$ cat config.mk
export PLATFORM = sky130hd
export DESIGN_NAME = demux_4out
export DESIGN_NICKNAME = d
export VERILOG_FILES = /design/src/rtl/demux_4out_pkg.sv /design/src/rtl/demux_out_reg.sv /design/src/rtl/demux_4out.sv
export SDC_FILE = /design/constraint.sdc
export NUM_CORES = 1
export LEC_CHECK = 0
export CAP_MARGIN = 5
export CORE_ASPECT_RATIO = 2
export CORE_UTILIZATION = 42
export DETAILED_ROUTE_END_ITERATION = 10
export MAX_ROUTING_LAYER = met4
export PLACE_DENSITY = 0.75
export SYNTH_ARGS = -nofsm -noshare
export SYNTH_HDL_FRONTEND = slang
export SYNTH_SLANG_ARGS = --single-unit
$ cat constraint.sdc
create_clock -name clk -period 1.9 [get_ports clk]
set_clock_uncertainty 0.1 [all_clocks]
set_input_delay 0.475 -clock clk [delete_from_list [all_inputs] [get_ports clk]]
set_output_delay 0.475 -clock clk [all_outputs]
set_load 0.005 [all_outputs]
$ cat src/rtl/demux_4out_pkg.sv
// Shared types and helpers for the 1-to-4 packet demultiplexer.
package demux_4out_pkg;

    localparam int unsigned NUM_CH = 4;
    localparam int unsigned CH_W   = 2;

    // Packet framing state: IDLE waits for a first beat, PKT has a packet open
    typedef enum logic {
        ST_IDLE = 1'b0,
        ST_PKT  = 1'b1
    } state_t;

    // One-hot channel decode
    function automatic logic [NUM_CH-1:0] ch_onehot(input logic [CH_W-1:0] ch);
        return NUM_CH'(1) << ch;
    endfunction

endpackage

$ cat src/rtl/demux_out_reg.sv
// One-entry valid/ready output register holding a beat and its channel.
module demux_out_reg
    import demux_4out_pkg::*;
#(
    parameter int unsigned WIDTH = 8
) (
    input  logic             clk,
    input  logic             rst_n,
    input  logic [WIDTH-1:0] d,
    input  logic             last,
    input  logic [CH_W-1:0]  ch,
    input  logic             load,
    input  logic             drain,
    output logic [WIDTH-1:0] q,
    output logic             q_last,
    output logic [CH_W-1:0]  q_ch,
    output logic             q_valid
);

    // Load wins over drain so a same-edge drain+load keeps the entry full
    always_ff @(posedge clk) begin
        if (!rst_n) begin
            q       <= '0;
            q_last  <= 1'b0;
            q_ch    <= '0;
            q_valid <= 1'b0;
        end else if (load) begin
            q       <= d;
            q_last  <= last;
            q_ch    <= ch;
            q_valid <= 1'b1;
        end else if (drain) begin
            q_valid <= 1'b0;
        end
    end

endmodule

$ cat src/rtl/demux_4out.sv
// Registered 1-to-4 packet demultiplexer with per-packet select lock and
// per-channel completed-packet counters.
module demux_4out
    import demux_4out_pkg::*;
#(
    parameter int unsigned WIDTH = 8,
    parameter int unsigned CNT_W = 8
) (
    input  logic                      clk,
    input  logic                      rst_n,
    input  logic [WIDTH-1:0]          in_data,
    input  logic                      in_valid,
    input  logic                      in_last,
    input  logic [CH_W-1:0]           sel,
    output logic                      in_ready,
    output logic [WIDTH-1:0]          out_data,
    output logic                      out_last,
    output logic [NUM_CH-1:0]         out_valid,
    input  logic [NUM_CH-1:0]         out_ready,
    output logic [NUM_CH*CNT_W-1:0]   pkt_cnt,
    output logic                      busy
);

    state_t            state_q;
    state_t            state_d;
    logic [CH_W-1:0]   route_ch_q;
    logic [CH_W-1:0]   route_ch_d;
    logic [CH_W-1:0]   accept_ch;
    logic              accept;
    logic              drain;

    logic [WIDTH-1:0]  buf_data;
    logic              buf_last;
    logic [CH_W-1:0]   buf_ch;
    logic              buf_valid;

    logic [CNT_W-1:0]  cnt_q [NUM_CH];

    // Handshake: buffer can take a beat when empty or draining this edge
    assign drain    = buf_valid && out_ready[buf_ch];
    assign in_ready = rst_n && (!buf_valid || out_ready[buf_ch]);
    assign accept   = in_valid && in_ready;

    // Next-state and channel selection; sel only matters on a first beat
    always_comb begin
        state_d    = state_q;
        route_ch_d = route_ch_q;
        accept_ch  = route_ch_q;
        case (state_q)
            ST_IDLE: begin
                accept_ch = sel;
                if (accept) begin
                    route_ch_d = sel;
                    if (!in_last) begin
                        state_d = ST_PKT;
                    end
                end
            end
            ST_PKT: begin
                if (accept && in_last) begin
                    state_d = ST_IDLE;
                end
            end
            default: begin
                state_d = ST_IDLE;
            end
        endcase
    end

    // FSM state and locked route register
    always_ff @(posedge clk) begin
        if (!rst_n) begin
            state_q    <= ST_IDLE;
            route_ch_q <= '0;
        end else begin
            state_q    <= state_d;
            route_ch_q <= route_ch_d;
        end
    end

    // Single output buffer shared by all channels
    demux_out_reg #(
        .WIDTH (WIDTH)
    ) u_out_reg (
        .clk     (clk),
        .rst_n   (rst_n),
        .d       (in_data),
        .last    (in_last),
        .ch      (accept_ch),
        .load    (accept),
        .drain   (drain),
        .q       (buf_data),
        .q_last  (buf_last),
        .q_ch    (buf_ch),
        .q_valid (buf_valid)
    );

    // Count a packet when its last beat leaves on its channel
    always_ff @(posedge clk) begin
        if (!rst_n) begin
            for (int unsigned k = 0; k < NUM_CH; k++) begin
                cnt_q[k] <= '0;
            end
        end else if (drain && buf_last) begin
            cnt_q[buf_ch] <= cnt_q[buf_ch] + CNT_W'(1);
        end
    end

    for (genvar k = 0; k < NUM_CH; k++) begin : g_cnt
        assign pkt_cnt[k*CNT_W +: CNT_W] = cnt_q[k];
    end

    assign out_valid = buf_valid ? ch_onehot(buf_ch) : '0;
    assign out_data  = buf_data;
    assign out_last  = buf_last;
    assign busy      = (state_q == ST_PKT);

endmodule
==> impl_metrics.ini <==
[routing]
ant_nets = 0
post_drt_wl_per_cell_um = 17.4
dr.pass1.iters = 4
vias = 1829
via_per_inst = 5.33
drt_drc_violations_left = 0
postRouteWirelength_um = 5960
drtIter0Drc = 37

[die]
start_util = 0.433
die_h_um = 105
coreArea_um2 = 5090
die_area_um2 = 5570
ioPinCount = 65
core.rowCount = 37
dieWidth_um = 53.3

[power_and_ir_drop]
p_sw_uw = 608
combinationalPowerShare = 0.204
netSwitchingFraction = 0.243
leakagePower_uw = 0.00144
p_int_uw = 1890
power.density_nw_per_um2 = 699
p_seq_frac = 0.489
ir_drop_uv = 738
p_clk_frac = 0.307

[finish]
syn_to_final_growth_pct = 61.8
diodes = 0
fillers = 359
final_cell_area_um2 = 3570
drive_above_1_share = 0.365
final_util = 0.701
layout.nets = 303

[timing]
period_share = 1.08
relSlewSlack = 0.797
finalHoldViolCount = 0
max_slew.worst_pin.slew_ns = 0.305
setup_ws_ns = -0.146
fin_crit_ns = 2.05
final_max_slew_viol_count = 0
setup_viol = 16
rsz0062_at_grt = true
fmax_mhz = 489

[grt]
grt_pass1_vias = 1944
grt_pass1_wl_um = 9330
grt-ovfl-total = 0
track_usage = 0.244
grt_max_degree = 18
antenna_found_initial = 0

[synth]
syn_area_per_cell_um2 = 12.0
synth_ff_type = edfxtp_1
synth.top_cell.area_share = 0.435
synth_top_family_by_area = simple AND/OR/NAND/NOR gates
netlist_instances = 184
synth_cell_type_count = 34
yosysWarnings = 0
synthSimpleGateAreaFrac = 0.183
synth_seq_cells = 49
synth-xor-area-share = 0.0119
synth-edff-count = 32
synth_area_leaders = edfxtp_1 (44%), dfxtp_1 (15%), mux4_2 (6.1%), nand2_1 (4.3%), nor2_1 (3.9%)
synth_nets = 203
yosysTopAreaCell = edfxtp_1
synthMuxAreaShare = 0.106
synthAdderAreaFrac = 0.00567
synthArstFlopShare = 0
netlist_area_um2 = 2210
synth_compound_area_frac = 0.0641
yosysSeqAreaShare = 0.590

[clock_network]
h-tree-depth = 2
cts_tree = done
clock-sinks = 49
clkTransAtPathRegs_ns = 0.09
clock_latency_ns = 0.30
root_buffer = clkbuf_8
cts_max_path_buffers = 2
cts_buffers = 5

[worst_setup_path]
crit_fanout = 2
start_kind = flip-flop
critPathLaunch = u_out_reg.q_ch[0]
cp.arrival_ns = 1.47
cp.required_ns = 1.32
critPathKind = reg -> out
crit_path_end_kind = primary output

[worst_hold_path]
hold_start = u_out_reg.q[6]
hp-class = reg -> reg

[placed_design]
postPlaceCellArea_um2 = 3130
place.gp.congestion = 0.838
place_ws_ns = -0.675
dp_hpwl_um = 4210
io_buffers = 64

[flow_run]
maxCapViolations = 0

[run_status]
outcome = complete, but fails checks
violations = negative setup slack
[routing by layer]
layer | part of all wire | global-route usage
met4 | 0.017 | 0.111
met1 | 0.34 | 0.236
met5 | 0 | -
met3 | 0.039 | 0.0336
met2 | 0.61 | 0.443
[flip-flops by register name, indices dropped and copies added, names as in the netlist, named ones only]
register	count
cnt_q	32
u_out_reg.q	8
route_ch_q	2
u_out_reg.q_ch	2
u_out_reg.q_last	1
u_out_reg.q_valid	1
[per-stage QoR]
stage	total power (µW)	hold slack (ns)	instances	setup TNS, ns
finish	2500	0.362	343	-1.13
global route	2590	0.397	343	-2.36
CTS	2420	0.365	335	-0.909
detailed placement	1650	0.349	325	-35.70
global placement	1640	0.342	325	-34.08
floorplan	1430	0.350	184	-0.0133
[worst paths after layout]
path | slack (ns) | end | cells after the start
max | -0.15 | in_ready | 4
min | 0.36 | u_out_reg.q[6] | 2
max reg2reg | -0.11 | cnt_q[1][6] | 5
min reg2reg | 0.36 | u_out_reg.q[6] | 2
[kinds of logic after synthesis]
group,after synthesis
DFF,49
buffers and inverters,14
muxes,11
xor gates and xnor gates,3
AOI/OAI and AO/OA,24
and+or+nand+nor,82
adders and majority gates,1
[timing repair]
| action | in CTS | in global routing |
|---|---|---|
| hold buffers | 0 | 0 |
| setup buffers | 2 | 8 |
| pin swaps | 12 | 18 |
| resized for setup | 38 | 49 |
| endpoints found under the setup margin | 83 | 58 |
| hold endpoints to repair | 0 | 0 |
| gates cloned | 0 | 0 |
[cell usage in the layout, fill, tap and decap left out, types with 5 or more instances in the layout]
| cell | synthesis | layout |
|---|---|---|
| dfxtp_1 | 17 | 12 |
| nand2_4 | 1 | 5 |
| clkbuf_8 | 0 | 6 |
| buf_4 | 1 | 27 |
| dlymetal6s2s_1 | 0 | 5 |
| clkdlybuf4s50_1 | 0 | 50 |
| buf_6 | 3 | 9 |
| nand3_1 | 17 | 13 |
| mux4_2 | 6 | 9 |
| nor2_1 | 23 | 22 |
| a21oi_2 | 0 | 12 |
| nand2_1 | 25 | 21 |
| edfxtp_1 | 32 | 32 |
[layout make-up]
cell class / instances / area (µm²) / area share
clock buffer: 7 / 86.3 / 0.0242
clock inverter: 1 / 30.0 / 0.00841
inverter: 4 / 15.0 / 0.00420
multi-input combinational: 121 / 1070 / 0.298
sequential: 49 / 1310 / 0.367
tap: 58 / 72.6 / 0.0203
timing repair buffer: 103 / 992 / 0.278
[worst max-delay path, cell delays in order (launching register included)]
cell	delay (ns)
dfxtp_2	0.36
mux4_2	0.53
nor2_2	0.12
nor2_1	0.05
buf_2	0.12
[cell usage after synthesis (2+ instances only)]
library cell and number:
nand3_1 17, and3_1 2, nor2_1 23, buf_2 3, buf_6 3, a21oi_1 14, o21ai_0 7, mux4_1 3
dfxtp_1 17, nand2_1 25, or3_4 3, inv_1 4, and2_1 3, edfxtp_1 32, nand3b_1 2, mux4_2 6
mux2i_1 2, xor2_1 2
[power groups by stage]
stage,clock network (µW),registers [µW],logic [µW]
2_1_floorplan,0,1230,195
3_3_place_gp,0,1240,399
3_5_place_dp,0,1240,405
4_1_cts,771,1220,425
5_1_grt,817,1230,543
6_report,767,1220,509
Note: power is estimated with default switching activity, not from simulation.
